===== config.mk =====
export PLATFORM = sky130hd
export DESIGN_NAME = pe_mac_seq
export DESIGN_NICKNAME = d
export VERILOG_FILES = /design/src/rtl/pe_mac_seq.sv
export SDC_FILE = /design/constraint.sdc
export NUM_CORES = 1
export LEC_CHECK = 0
export ABC_CLOCK_PERIOD_IN_PS = 2450
export BUFFER_PORTS_ARGS = -buffer_cell sky130_fd_sc_hd__buf_4
export CORE_UTILIZATION = 47
export CTS_BUF_LIST = sky130_fd_sc_hd__clkbuf_4 sky130_fd_sc_hd__clkbuf_8 sky130_fd_sc_hd__clkbuf_16
export DETAILED_ROUTE_END_ITERATION = 10
export HOLD_SLACK_MARGIN = 0.1
export PLACE_DENSITY = 0.8
export SLEW_MARGIN = 20
export SYNTH_ARGS = -nofsm -noshare
export SYNTH_HDL_FRONTEND = slang
export SYNTH_SLANG_ARGS = --single-unit

===== constraint.sdc =====
create_clock -name clk -period 2.45 [get_ports clk]
set_input_delay 0.245 -clock clk [delete_from_list [all_inputs] [get_ports clk]]
set_output_delay 0.245 -clock clk [all_outputs]
set_load 0.005 [all_outputs]

===== src/rtl/pe_mac_seq.sv =====
// Sequencer for the float16 MAC processing element: clears the PE, streams
// num_taps (sample, coefficient) pairs from two sync-read memories, captures the sum.
module pe_mac_seq #(
    parameter int unsigned DATA_WIDTH = 16,
    parameter int unsigned ADDR_WIDTH = 6
) (
    input  logic                  clk,
    input  logic                  reset,
    input  logic                  start,
    input  logic                  abort,
    input  logic [ADDR_WIDTH:0]   num_taps,
    input  logic [ADDR_WIDTH-1:0] sample_base,
    output logic                  busy,
    output logic                  done,
    output logic [DATA_WIDTH-1:0] result,
    output logic                  rd_en,
    output logic [ADDR_WIDTH-1:0] sample_addr,
    output logic [ADDR_WIDTH-1:0] coef_addr,
    input  logic [DATA_WIDTH-1:0] sample_rdata,
    input  logic [DATA_WIDTH-1:0] coef_rdata,
    output logic                  pe_clear,
    output logic [DATA_WIDTH-1:0] pe_a,
    output logic [DATA_WIDTH-1:0] pe_b,
    input  logic [DATA_WIDTH-1:0] pe_result
);

    localparam int unsigned CNT_WIDTH = ADDR_WIDTH + 1;
    localparam logic [CNT_WIDTH-1:0] MAX_TAPS = {1'b1, {ADDR_WIDTH{1'b0}}};

    typedef enum logic [2:0] {
        IDLE,
        CLEAR,
        RUN,
        DRAIN,
        DONE
    } state_t;

    state_t                state, state_d;
    logic [CNT_WIDTH-1:0]  k, k_d;
    logic [CNT_WIDTH-1:0]  n_taps, n_taps_d;
    logic [ADDR_WIDTH-1:0] base, base_d;
    logic                  busy_d, done_d, rd_en_d, rd_valid, rd_valid_d, pe_clear_d;
    logic [DATA_WIDTH-1:0] result_d;
    logic [ADDR_WIDTH-1:0] sample_addr_d, coef_addr_d;

    // Operand gating: the PE only sees data in the cycle a read returns.
    assign pe_a = rd_valid ? sample_rdata : '0;
    assign pe_b = rd_valid ? coef_rdata   : '0;

    // State and registered outputs.
    always_ff @(posedge clk or posedge reset) begin
        if (reset) begin
            state       <= IDLE;
            k           <= '0;
            n_taps      <= '0;
            base        <= '0;
            busy        <= 1'b0;
            done        <= 1'b0;
            result      <= '0;
            rd_en       <= 1'b0;
            rd_valid    <= 1'b0;
            sample_addr <= '0;
            coef_addr   <= '0;
            pe_clear    <= 1'b1;
        end else begin
            state       <= state_d;
            k           <= k_d;
            n_taps      <= n_taps_d;
            base        <= base_d;
            busy        <= busy_d;
            done        <= done_d;
            result      <= result_d;
            rd_en       <= rd_en_d;
            rd_valid    <= rd_valid_d;
            sample_addr <= sample_addr_d;
            coef_addr   <= coef_addr_d;
            pe_clear    <= pe_clear_d;
        end
    end

    // Next state and next values of the registered outputs.
    always_comb begin
        state_d       = state;
        k_d           = k;
        n_taps_d      = n_taps;
        base_d        = base;
        done_d        = 1'b0;
        result_d      = result;
        rd_en_d       = 1'b0;
        rd_valid_d    = rd_en;
        sample_addr_d = sample_addr;
        coef_addr_d   = coef_addr;
        pe_clear_d    = 1'b0;

        case (state)
            IDLE: begin
                if (start && !abort) begin
                    state_d    = CLEAR;
                    n_taps_d   = (num_taps > MAX_TAPS) ? MAX_TAPS : num_taps;
                    base_d     = sample_base;
                    k_d        = '0;
                    pe_clear_d = 1'b1;
                end
            end
            CLEAR, RUN: begin
                // k counts pairs already issued; the read for tap k goes out next cycle
                if (k == n_taps) begin
                    state_d = (state == CLEAR) ? DONE : DRAIN;
                end else begin
                    state_d       = RUN;
                    rd_en_d       = 1'b1;
                    sample_addr_d = base + ADDR_WIDTH'(k);
                    coef_addr_d   = ADDR_WIDTH'(k);
                    k_d           = k + CNT_WIDTH'(1);
                end
            end
            DRAIN: begin
                state_d = DONE;
            end
            DONE: begin
                state_d  = IDLE;
                done_d   = 1'b1;
                result_d = pe_result;
            end
            default: begin
                state_d = IDLE;
            end
        endcase

        // Abort cancels any active run and leaves the PE cleared.
        if (abort && (state != IDLE)) begin
            state_d    = IDLE;
            rd_en_d    = 1'b0;
            rd_valid_d = 1'b0;
            pe_clear_d = 1'b1;
            done_d     = 1'b0;
            result_d   = result;
        end

        busy_d = (state_d != IDLE);
    end

endmodule


==> flow_summary.json <==
{
  "fin_skew_ps": 9.57,
  "final_net_count": 431,
  "worst_pin_slew_ps": 607,
  "run_status": "completed",
  "slew-limit-headroom": 0.595,
  "cp_data_arrival_time_ps": 2130,
  "mux_cell_area_share_after_synthesis": 0.169,
  "cts.path.max_buffers": 2,
  "count_of_final_setup_violators": 0,
  "synth-xor-area-share": 0.0410,
  "area_growth_pct": 39.7,
  "gp_congestion": 0.825,
  "power.density_nw_per_um2": 873,
  "critical_path.startpoint_type": "flop",
  "synth_compound_area_frac": 0.0536,
  "drc_errors": 0,
  "timing.hold.ws_ps": 139,
  "final.fill_count": 452,
  "report.final.hold_viol_count": 0,
  "critPathBufInv": 2,
  "die_w_um": 78.9,
  "cpLargestDelayFamily": "adder cells",
  "cts_max_level": 2,
  "synthAdderAreaFrac": 0.0342,
  "cts.sinks": 56,
  "worst_ep_required_time_ps": 2650,
  "cpMaxStageDelayCell": "dfrtp_1",
  "finalWorstPathRequiredPeriod_ps": 1930,
  "floorplan.die_area_um2": 6220,
  "via_count_of_the_first_global_routing_pass": 2072,
  "layout.cells.non_filler": 432,
  "drive_gt1_frac": 0.506,
  "ys_seq_area_frac": 0.505,
  "cp_cell_sequence": "ha_1 > inv_1 > fa_1 > inv_1 > a21o_1 > a21oi_1 > xnor2_1 > mux2_2",
  "via_count_of_the_routed_design": 2136,
  "detailedPlace.worstSlack_ps": 529,
  "ys_seq_elements": 56,
  "dp_hpwl_um": 4870,
  "cts_setup_buffers": 0,
  "core_area_um2": 5610,
  "area_of_the_mapped_netlist_um2": 2780,
  "synth_top_family_by_area": "multiplexers",
  "row_count": 27,
  "port_buffers": 128,
  "synth.yosys.warnings": 0,
  "grt_setup_unrepaired": "false",
  "syn-instance-count": 229,
  "antenna-diode-count": 0,
  "dp.cells": 423,
  "avgSynthCellArea_um2": 12.1,
  "total_power_mw": 3.39,
  "synth-simple-area-share": 0.165,
  "grt_util_all_layers": 0.201,
  "clock_latency_ps": 300,
  "cts_tree": "yes",
  "drt-vias-per-instance": 4.94,
  "synth-edff-count": 0,
  "drt_first_iter_violations": 39,
  "die_h_um": 78.9,
  "io-pin-count": 129,
  "drv_slew": 0,
  "cts.reportedPaths.clkPinSlew_ps": 100,
  "grt_start_max_net_pins": 33,
  "maximum_capacitance_violations": 0,
  "dominantRegCellSynth": "dfrtp_1",
  "drt_pass1_iterations": 4,
  "timing.fmax_mhz": 517,
  "leakage_nw": 2.00,
  "number_of_antenna_violations_at_the_first_check_in_global_routing": 0,
  "gr-total-overflow": 0,
  "cts.root.buffer_cell": "clkbuf_8",
  "initial_core_util": 0.495,
  "irDropWorstVdd_v": 0.000612,
  "totalWireLength_um": 6240,
  "synth_fp_nets": 301,
  "grt_first_pass_wirelength_um": 9720,
  "cts_hold_buffers": 1,
  "tns_ps": 0,
  "worst_hold_path_type": "in2reg",
  "detail-route-antenna-nets": 0,
  "synth.lib_cells_used.distinct": 35,
  "critical_path.max_stage_delay_ps": 500,
  "cts_inserted_buffers": 5,
  "asyncSetResetFlopFracSynth": 1.00,
  "path_class": "reg2reg",
  "timing.critical_path.fanout_max": 8,
  "post_cts_resized": 0,
  "timing.final.ws_setup_ps": 517,
  "fin_crit_sh": 0.789,
  "detail_route.wl_per_cell_um": 14.4,
  "crit_path_frequent_cell": "inv_1",
  "timing.critical_path.to_type": "flop"
}
==> path summary, 6_finish.rpt <==
check                           depth (start not counted)  slack, ps  start        endpoint
worst max-delay path                                    8        520   k[0]  sample_addr[4]
worst min-delay path                                    2        140  abort        state[0]
worst max register to register                          8        520   k[0]  sample_addr[4]
worst min register to register                          1        490  rd_en        rd_valid
max in group asynchronous                               4       1290  reset        pe_clear
min in group asynchronous                               3        470  reset    coef_addr[0]
==> cell usage in the layout, fill, tap and decap left out <==
cell type and count:
a211oi_1 1, a21o_1 2, a21oi_1 4, and2_1 34, and3_1 1, and4_1 1
buf_4 131, clkbuf_8 5, clkinv_2 1, clkinvlp_4 1, dfrtp_1 55, dfstp_2 1
dlygate4sd3_1 1, fa_1 1, ha_1 6, inv_1 4, inv_2 1, inv_6 1
mux2_2 23, mux2_4 10, mux2i_1 6, nand2_1 17, nand2b_1 7, nand3_1 1
nand3_2 2, nand3b_1 1, nand4_1 3, nand4_2 1, nor2_1 6, nor2_2 1
nor4_1 1, nor4b_4 1, o21a_4 1, o21ai_0 10, o21ai_2 1, o21bai_1 1
o31a_2 1, o31ai_1 2, xnor2_1 13
==> final cells by class <==
class	count	area (µm²)	share of cell area
clock inverter	3	21.3	0.00548
multi-input combinational	159	1280	0.331
tap	72	90.1	0.0232
clock buffer	5	68.8	0.0177
timing repair buffer	132	993	0.256
sequential	56	1400	0.361
inverter	5	18.8	0.00484
==> per-layer routing <==
| metal | track usage | share of wire | up-vias |
|---|---|---|---|
| met4 | 0.0545 | 0.018 | 0 |
| li1 | - | - | 1034 |
| met2 | 0.383 | 0.53 | 86 |
| met1 | 0.223 | 0.38 | 1008 |
| met5 | 0 | 0 | - |
| met3 | 0.0425 | 0.073 | 8 |
==> cell families after synthesis <==
group,after synthesis
muxes,39
AOI/OAI and AO/OA,23
DFF,56
xor gates and xnor gates,13
buffers and inverters,14
and+or+nand+nor,77
adders and majority gates,7
==> flip-flops by register name, summed over array words and instances, names as in the netlist <==
name	cells
base	6
busy	1
coef_addr	6
done	1
k	7
n_taps	7
pe_clear	1
rd_en	1
rd_valid	1
result	16
sample_addr	6
state	3
==> synth_stat cells (3+ instances only) <==
master     n  area (µm²)
a21oi_1    4        20.0
and2_1    34         213
clkbuf_1   5        18.8
dfrtp_1   55        1380
ha_1       6        75.1
inv_1      5        18.8
mux2_2    23         259
mux2_4    10         150
mux2i_1    6        60.1
nand2_1   17        63.8
nand2b_1   7        43.8
nand4_1    3        18.8
nor2_1     6        22.5
o21ai_0   10        50.1
xnor2_1   13         114
==> report_power, final <==
part / total [mW] / switching [mW] / internal (mW)
clock: 0.504 / 0.301 / 0.204
sequential: 1.46 / 0.242 / 1.21
combinational: 1.43 / 0.544 / 0.881
total: 3.39 / 1.09 / 2.30
==> metrics by stage <==
step,utilization,instance area (µm²)
3_3_place_gp,0.674,3780
4_1_cts,0.692,3880
2_1_floorplan,-,2780
3_5_place_dp,0.674,3780
5_1_grt,0.692,3880
6_report,0.692,3880
No activity file was read; power rests on OpenSTA's default activity.
